`src/rtl/minterm_sweeper_pkg.sv`:
```
// Shared encodings for the truth-table sweeper: FSM states and the SoP/PoS mode flag.
package minterm_sweeper_pkg;

  typedef enum logic [1:0] {
    ST_IDLE  = 2'd0,
    ST_SWEEP = 2'd1,
    ST_DONE  = 2'd2
  } state_t;

  localparam logic MODE_SOP = 1'b0;
  localparam logic MODE_POS = 1'b1;

endpackage

```
`src/rtl/minterm_eval.sv`:
```
// Combinational evaluation of one truth-table row from a minterm (SoP) or maxterm (PoS) mask.
module minterm_eval
  import minterm_sweeper_pkg::*;
#(
  parameter int N = 3,
  localparam int ROWS = 2**N
) (
  input  logic [ROWS-1:0] mask,
  input  logic [N-1:0]    idx,
  input  logic            mode,
  output logic            f
);

  // In PoS a set mask bit marks a maxterm, so the row evaluates to 0.
  assign f = (mode == MODE_POS) ? ~mask[idx] : mask[idx];

endmodule

```
`src/rtl/minterm_sweeper.sv`:
```
// Latches an N-input boolean function and streams its truth table row by row over a
// valid/ready handshake, counting the rows that evaluate to 1.
module minterm_sweeper
  import minterm_sweeper_pkg::*;
#(
  parameter int N = 3,
  localparam int ROWS = 2**N
) (
  input  logic            clk,
  input  logic            reset,
  input  logic            start,
  input  logic [ROWS-1:0] mask,
  input  logic            mode,
  output logic            busy,
  output logic            out_valid,
  input  logic            out_ready,
  output logic [N-1:0]    out_idx,
  output logic            out_f,
  output logic            done,
  output logic [N:0]      count
);

  localparam logic [N-1:0] LAST_IDX = N'(ROWS - 1);

  state_t          state_q, state_d;
  logic [ROWS-1:0] mask_q, mask_d;
  logic            mode_q, mode_d;
  logic [N-1:0]    idx_q, idx_d;
  logic [N:0]      count_q, count_d;
  logic            valid_q, valid_d;
  logic            busy_q, busy_d;
  logic            done_q, done_d;
  logic            row_f;

  minterm_eval #(.N(N)) u_eval (
    .mask (mask_q),
    .idx  (idx_q),
    .mode (mode_q),
    .f    (row_f)
  );

  always_comb begin
    state_d = state_q;
    mask_d  = mask_q;
    mode_d  = mode_q;
    idx_d   = idx_q;
    count_d = count_q;
    valid_d = valid_q;
    busy_d  = busy_q;
    done_d  = 1'b0;
    case (state_q)
      ST_IDLE: begin
        if (start) begin
          mask_d  = mask;
          mode_d  = mode;
          idx_d   = '0;
          count_d = '0;
          valid_d = 1'b1;
          busy_d  = 1'b1;
          state_d = ST_SWEEP;
        end
      end
      ST_SWEEP: begin
        if (valid_q && out_ready) begin
          count_d = count_q + (N+1)'(row_f);
          // The last row ends the stream instead of wrapping the index.
          if (idx_q == LAST_IDX) begin
            valid_d = 1'b0;
            done_d  = 1'b1;
            state_d = ST_DONE;
          end else begin
            idx_d = idx_q + 1'b1;
          end
        end
      end
      ST_DONE: begin
        busy_d  = 1'b0;
        state_d = ST_IDLE;
      end
      default: begin
        valid_d = 1'b0;
        busy_d  = 1'b0;
        state_d = ST_IDLE;
      end
    endcase
  end

  always_ff @(posedge clk or posedge reset) begin
    if (reset) begin
      state_q <= ST_IDLE;
      mask_q  <= '0;
      mode_q  <= 1'b0;
      idx_q   <= '0;
      count_q <= '0;
      valid_q <= 1'b0;
      busy_q  <= 1'b0;
      done_q  <= 1'b0;
    end else begin
      state_q <= state_d;
      mask_q  <= mask_d;
      mode_q  <= mode_d;
      idx_q   <= idx_d;
      count_q <= count_d;
      valid_q <= valid_d;
      busy_q  <= busy_d;
      done_q  <= done_d;
    end
  end

  assign busy      = busy_q;
  assign out_valid = valid_q;
  assign out_idx   = idx_q;
  assign out_f     = valid_q & row_f;
  assign done      = done_q;
  assign count     = count_q;

endmodule

```
`config.mk`:
```
export PLATFORM = sky130hd
export DESIGN_NAME = minterm_sweeper
export DESIGN_NICKNAME = d
export VERILOG_FILES = /design/src/rtl/minterm_sweeper_pkg.sv /design/src/rtl/minterm_eval.sv /design/src/rtl/minterm_sweeper.sv
export SDC_FILE = /design/constraint.sdc
export NUM_CORES = 1
export LEC_CHECK = 0
export CAP_MARGIN = 20
export CORE_MARGIN = 2
export CORE_UTILIZATION = 51
export DETAILED_ROUTE_END_ITERATION = 16
export GPL_TIMING_DRIVEN = 0
export PLACE_DENSITY = 0.78
export SYNTH_ARGS = -nofsm -noshare
export SYNTH_HDL_FRONTEND = slang
export SYNTH_SLANG_ARGS = --single-unit
```
`constraint.sdc`:
```
create_clock -name clk -period 3.9 [get_ports clk]
set_input_delay 0.585 -clock clk [delete_from_list [all_inputs] [get_ports clk]]
set_output_delay 0.585 -clock clk [all_outputs]
set_load 0.05 [all_outputs]
```
# Yosys cells after proc, flatten, opt, wreduce, memory -nomap -nowiden
# Index checks and enable logic that the tools add are counted.
[op_classes]
muxes = 22
bitwise_logic = 4
add_sub_neg = 2
eq_ne = 7
magnitude_cmp = 1
n_reduce_logical = 9
[op_table]
columns = ["operator", "count"]
rows = [
  ["3-bit two-way mux", 3],
  ["1-bit two-way mux", 8],
  ["4-bit two-way mux", 2],
  ["2-bit != test (second input constant)", 4],
  ["4-bit one-hot mux with 2 select lines", 1],
  ["4-bit AND reduction", 2],
  ["2-bit two-way mux", 3],
  ["3-bit one-hot mux with 2 select lines", 1],
  ["3-bit AND reduction", 2],
  ["4-bit by 1-bit adder with 4-bit output", 1],
  ["3-bit by 4-bit less-than comparator with 1-bit output (second input constant)", 1],
  ["2-bit one-hot mux with 2 select lines", 1],
  ["2-bit AND reduction", 2],
  ["3-bit by 1-bit adder with 3-bit output (second input constant)", 1],
  ["1-bit binary-select mux with 3-bit select", 1],
  ["3-bit == test (second input constant)", 1],
  ["1-bit inverter", 3],
  ["1-bit one-hot mux with 3 select lines", 1],
  ["2-bit by 1-bit == test with 1-bit output (second input constant)", 1],
  ["2-bit == test (second input constant)", 1],
  ["2-bit logical NOT", 1],
  ["1-bit one-hot mux with 2 select lines", 1],
  ["2-bit nonzero test", 1],
  ["1-bit AND", 1],
  ["1-bit logical AND", 1],
]
[word_totals]
elab_cells = 53
out_inout_bits = 11
ff_bits = 21
in_bits = 13

# Logic depth before layout (Yosys ltp)
# Gate-level depths: netlist of the first run.
[logic_depth]
word_depth = 7
mapped_depth = 9
mapped_depth_nobuf = 8

# Modules after synthesis
# Synthesis of the first run repeated with hierarchy kept, for this count alone.
[hier_totals]
cells_unflattened = 100
hier_area_um2 = 1032.2
[by_module_without_submodules]
columns = ["mod", "area_each_um2", "seq_area_each_um2", "n_inst", "cells_each"]
rows = [
  ["minterm_sweeper", 955.9, 525.5, 1, 93],
  ["minterm_eval", 76.3, 0.0, 1, 7],
]

# Least setup slack after synthesis of the first run
# OpenSTA, ideal clock, no wires.
[synth_path]
path_kind = "register to output"
from = "register idx_q[0] (netlist: out_idx[0])"
to = "output port out_f"
slack_ns = 1.108
required_ns = 3.315
arrival_ns = 2.207
path_stages_with_launch = 5
cell_sequence = "dfrtp_1 buf_6 mux2i_1 mux4_2 mux2i_1"
[synth_via]
elab_chain_len = 5
[synth_lines]
columns = ["item", "line_no", "text"]
rows = [
  ["start, declared", "minterm_sweeper.sv:28", "logic [N-1:0] idx_q, idx_d;"],
  ["start signal, assigned", "minterm_sweeper.sv:102", "idx_q <= idx_d;"],
  ["1-bit binary-select mux with 3-bit select *", "minterm_eval.sv:15", "assign f = (mode == MODE_POS) ? ~mask[idx] : mask[idx];"],
  ["1-bit two-way mux (not written as such) *", "minterm_eval.sv:15", ""],
  ["1-bit inverter", "minterm_eval.sv:15", ""],
  ["1-bit two-way mux *", "minterm_eval.sv:15", ""],
  ["1-bit AND *", "minterm_sweeper.sv:113", "assign out_f = valid_q & row_f;"],
  ["end, declared", "minterm_sweeper.sv:18", "output logic out_f,"],
]
# Every way passes the cells marked *; elsewhere a longest branch is shown, timed or not. The select of a mux whose other input is x is not followed.

# Final worst setup path of the first run
# Same ends and word-level chain as after synthesis.

==> results.toml, run 1 <==
[placed_design]
placedCellCount = 126
dp_hpwl_mm = 1.37
io_buffers = 23
place_congestion = 0.726

[route]
ant_nets = 0
viasPerCell = 5.48
drt-total-wl_mm = 1.81
drt-initial-drc-count = 12
firstDrtPassIters = 4
num_vias = 713
wl_per_cell_um = 13.9
drt_drc_violations_left = 0

[grt]
grt_overflow = 0
grt_pass1_vias = 661
grt_usage_pct = 18.2
grt_pass1_wl_mm = 2.82
grt_max_degree = 22
antenna_found_initial = 0

[finish]
area.sequential_um2 = 526
antenna_cells = 0
multi_input_area_um2 = 439
fin_nets = 123
drive_gt1_share_pct = 16.2
syn2layout_area_growth_pct = 29.0
stdcell_count = 130
nFillCells = 138

[status]
outcome = "completed"

[run]
drv_cap = 0

[synth]
seq_area_frac_synth_pct = 53.0
synth-seq-cells = 21
synth_cell_types = 23
synth_common_cells = "dfrtp_1, mux2_2, mux2i_1"
synth_cells = 78
yosys.area.top_type = "dfrtp_1"
synth_edf_count = 0
synth-main-ff-cell = "dfrtp_1"
yosysMostFrequentCell = "dfrtp_1"
ys_warn_count = 0
async_flop_share_pct = 100
yosys.area.top_type_share_pct = 53.0
synth.area.top_cells = "dfrtp_1, mux2_2, ha_1"
synth.avg_cell_area_um2 = 12.7
synth_area_um2 = 992
synth_fp_nets = 95

[sta]
hold_viol_final = 0
holdWs_ns = 0.498
fmax_mhz = 320
final.setup.tns_ns = 0
slew_headroom_pct = 49.0
fin_crit_sh_pct = 80.2
period_needed_ns = 3.13
finalMaxSlewViolations = 0
tightest_slew_ns = 0.764
grt_setup_unrepaired = "no"
finalSetupViolCount = 0
fin_skew_ns = 0.0112

[setup_path]
crit_path_max_fanout = 5
crit_type = "flip-flop to output port"
rrSetupSlack_ns = 1.58
crit_arrival_ns = 2.54
slowest_stage = "clkdlybuf4s50_1"
critPathCaptureType = "output port"
start_kind = "flip-flop"
crit_required_ns = 3.31
reg2reg_from = "out_idx[0]"
critPathMaxStageDelay_ns = 0.82
r2r_cells = 9
rr_endpoint = "count[2]"
crit_end = "out_f"
cpMostUsedCell = "mux2i_1"
path_cells = "buf_6 > mux2i_1 > mux4_2 > mux2i_1 > clkdlybuf4s50_1"
cp-startpoint = "out_idx[0]"

[clock_tree]
cts_sinks = 21
root_buffer = "clkbuf_4"
cts_hold_repair.buffers = 0
cts.htree.levels = 1
clk_pin_slew_ns = 0.12
cts_tree = "done"
cts-resized-gates = 0
clock_tree.buffer_depth = 2
cts-buffers-inserted = 3
cts_setup_buffers = 0
insertion_delay_ns = 0.31

[power]
p_leak_uw = 0.000559
power_density_nw_per_um2 = 832
ir_drop_uv = 460
clkPwrFrac_pct = 10.0
p_sw_uw = 450
p_seq_share_pct = 35.1
pwr-share-comb_pct = 54.9
netSwitchingFraction_pct = 42.2
internal_power_uw = 615

[floorplan]
io_pins = 24
rows = 15
die_h_um = 48.1
start_util_pct = 55.6
dieArea_um2 = 2310
fp.coreArea_um2 = 1780
die_x_um = 48.1

[min_path]
min_path_type = "flip-flop to flip-flop"
-- through the flow --
stage	instance area, um^2	power [uW]	util, %	setup slack, ns
after floorplan	992	799	-	1.11
after global placement	1250	950	70.3	1.15
after detailed placement	1250	970	70.3	1.10
after CTS	1280	1080	71.8	0.741
after global routing	1280	1130	71.8	0.702
final	1280	1060	71.8	0.774
-- how the worst min path moves through the flow --
stage | endpoint | startpoint | cells past startpoint | slack (ns)
global route | busy | busy | 1 | 0.52
finish | busy | busy | 1 | 0.50
detailed placement | busy | busy | 1 | 0.47
floorplan | state_q[0] | state_q[1] | 1 | 0.47
global placement | busy | busy | 1 | 0.47
CTS | busy | busy | 1 | 0.50
-- layer usage --
metal	global-route usage (%)	vias to the layer above	wire length, um
li1	-	343	-
met1	23.2	353	823
met2	29.6	15	898
met3	3.33	2	70
met4	9.73	0	14
met5	0	-	0
-- final cells by class --
cell class                 count  area share (%)
buffer                         2            1.27
clock buffer                   4            2.05
inverter                       3           0.880
multi-input combinational     52            34.3
sequential                    21            41.1
tap                           25            2.44
timing repair buffer          23            18.0
-- layout by cell type (no fill, tap or decap), drive strengths merged, types with 2 or more instances in the layout --
cell type and count:
mux2i 5, clkbuf 4, o21ai 4, mux2 10, nor2 3, buf 2
or3 2, and4b 2, dfrtp 21, nand3 3, nand2 2, a22o 4
and2 2, ha 4, inv 3, clkdlybuf4s50 23, a21oi 4
-- power by group through the flow --
stage               logic [uW]  registers (uW)  clock network [uW]
floorplan                  311             488                   0
global placement           573             376                   0
detailed placement         589             381                   0
CTS                        591             376                 110
global route               627             387                 118
finish                     584             374                 106
-- worst max-delay path: cells and delay by family (launching register included) --
kind | cells | cell delay (ns)
flops | 1 | 0.43
mux | 3 | 0.82
buf+inv | 2 | 0.97
-- flip-flops by register name, indices dropped and copies added, names as in the netlist --
name / count
out_valid: 1
busy: 1
done: 1
state_q: 2
mode_q: 1
count: 4
mask_q: 8
out_idx: 3
-- cell families (layout without fill, tap and decap cells) --
kind of cell | after synthesis | after routing | synth area share [%]
AOI/OAI and AO/OA | 13 | 13 | 8.32
xor gates and xnor gates | 1 | 1 | 0.883
adders and majority gates | 4 | 4 | 5.04
buffers and inverters | 5 | 32 | 2.77
DFF | 21 | 21 | 53.0
muxes | 16 | 16 | 18.7
and+or+nand+nor | 18 | 18 | 11.3
Power figures use the tool's default switching activity.
==> run 2, diff against run 1 <==
- CORE_UTILIZATION: 51 -> 43
- PLACE_DENSITY: 0.78 -> 0.7
- clock period: 3.9 -> 2.78 ns (I/O delays scaled with it)
==> run 2 against run 1 <==
Effect of this change:
- critical path depth stayed put
- utilization is 13 points lower
- first-iteration DRC count is 17% lower
- wire length is 6.4% higher
- critical path type unchanged
- clock-buffer cell count is 1 lower
- largest power group unchanged
- cell count is 2.3% higher
- flip-flop and latch count stayed put
- total power is 40% higher
- worst hold slack better by 0.0080 ns
==> results.toml, run 2 (synthesized netlist as in run 1, its figures left out) <==
[grt]
grt.busiest_layer = "met2"
grt_pass1_wl_mm = 3.18
grt_usage_pct = 16.7
antenna_found_initial = 0
grt_max_degree = 22
grt_util_met3_pct = 3.45
met1_usage_pct = 20.4
grt_pass1_vias = 710
grt_use_met2_pct = 27.2
grt_overflow = 0

[sta]
fin_crit_sh_pct = 88.9
grt_setup_unrepaired = "no"
finalSetupViolCount = 0
final.setup.tns_ns = 0
fin_ws_ns = 0.307
slew_headroom_pct = 46.6
tightest_slew_ns = 0.800
fmax_mhz = 404
period_needed_ns = 2.47
finalMaxSlewViolations = 0
fin_skew_ns = 0.00672
hold_viol_final = 0

[clock_tree]
cts.htree.levels = 1
cts_sinks = 21
insertion_delay_ns = 0.32
cts_setup_buffers = 0
cts-buffers-inserted = 3
cts_tree = "done"
root_buffer = "clkbuf_4"
cts_hold_repair.buffers = 0
clock_tree.buffer_depth = 2
clk_pin_slew_ns = 0.12

[finish]
multi_input_area_um2 = 439
area.sequential_um2 = 526
nFillCells = 196
largest_register_ffs = 8
final_cell_mix = "clkdlybuf4s50_1, dfrtp_1, mux2_2"
antenna_cells = 0
drive_gt1_share_pct = 18.1
top_register = "mask_q"
utilization_pct = 58.4
final_common_cell = "clkdlybuf4s50_1"
syn2layout_area_growth_pct = 29.0
fin_nets = 123

[floorplan]
io_pins = 24
dieArea_um2 = 2710
start_util_pct = 45.3
die_x_um = 52.0
rows = 17
die_h_um = 52.0
fp.coreArea_um2 = 2190

[setup_path]
start_kind = "flip-flop"
critPathMaxStageDelay_ns = 0.52
rrSetupSlack_ns = 0.46
slowest_stage = "mux4_2"
path_cells = "buf_6 > mux2i_1 > mux4_2 > mux2i_1 > clkbuf_2"
crit_type = "flip-flop to output port"
reg2reg_from = "out_idx[0]"
crit_path_max_fanout = 5
rr_endpoint = "count[2]"
r2r_cells = 9
crit_required_ns = 2.36
crit_family = "multiplexers"
crit_arrival_ns = 2.06
cp_num_buf_inv = 2
critPathCaptureType = "output port"
cpMostUsedCell = "mux2i_1"

[power]
ir_drop_uv = 569
power_density_nw_per_um2 = 1160
finalPower_uw = 1490
p_leak_uw = 0.000562

[placed_design]
io_buffers = 23
place_congestion = 0.834
dp_hpwl_mm = 1.42
pre_cts_ws_ns = 0.159

[route]
drt-initial-drc-count = 10
drt-total-wl_mm = 1.92
drt_drc_violations_left = 0
ant_nets = 0
num_vias = 710
firstDrtPassIters = 4
viasPerCell = 5.34
wl_per_cell_um = 14.4

[min_path]
hold_end = "busy"
min_path_type = "flip-flop to flip-flop"
holdPathStages = 1
min_from = "busy"

[run]
drv_cap = 0

[status]
outcome = "completed"
run 2: cell types whose count changed in the layout (fill, tap and decap cells not counted), sizes merged:
| cell | delta |
|---|---|
| clkdlybuf4s50 | -1 |
| clkinv | +1 |
run 2: worst max path at each step:
stage                          start     to  cells past startpoint
after global routing      out_idx[0]  out_f                      5
after floorplan           out_idx[0]  out_f                      4
after CTS                 out_idx[0]  out_f                      5
final                     out_idx[0]  out_f                      5
after detailed placement  out_idx[0]  out_f                      5
after global placement    out_idx[0]  out_f                      5
run 2: area by class of cell:
class                           count  share of cell area (%)
Timing Repair Buffer               23                    17.6
Tap cell                           28                    2.74
Multi-Input combinational cell     52                    34.3
Sequential cell                    21                    41.1
Clock buffer                        3                    1.76
Clock inverter                      1                   0.391
Inverter                            3                   0.880
Buffer                              2                    1.27
run 2: power by group:
| group | internal, uW | leakage, uW | total (uW) | switching, uW |
|---|---|---|---|---|
| Combinational | 361 | 0.000291 | 806 | 445 |
| Sequential | 429 | 0.000254 | 528 | 98.9 |
| Clock | 53.9 | 0.0000177 | 153 | 98.9 |
run 2: layer usage:
metal	share of wire (%)	vias to the layer above
met5	0	-
met3	3.7	5
met4	2.3	0
li1	-	335
met1	45	355
met2	49	15
run 2: timing repair:
| action | in CTS | in global routing |
|---|---|---|
| cloned | 0 | 0 |
| endpoints found under the setup margin | 1 | 1 |
| gates resized for setup | 1 | 2 |
| pin swaps | 0 | 0 |
run 2: metrics by stage:
stage	instance area [um^2]	hold slack [ns]	instances
floorplan	992	0.394	78
finish	1280	0.506	133
global placement	1260	0.469	129
detailed placement	1260	0.484	129
global route	1280	0.537	133
CTS	1280	0.516	133
run 2: worst reg2reg max path, cell delays in order (launching register included):
cell and delay (ns):
dfrtp_1 0.44, buf_6 0.15, mux2i_1 0.13, mux4_2 0.52, xnor2_1 0.18, ha_1 0.19, ha_1 0.14, inv_1 0.04
or3_1 0.33, a21oi_1 0.15
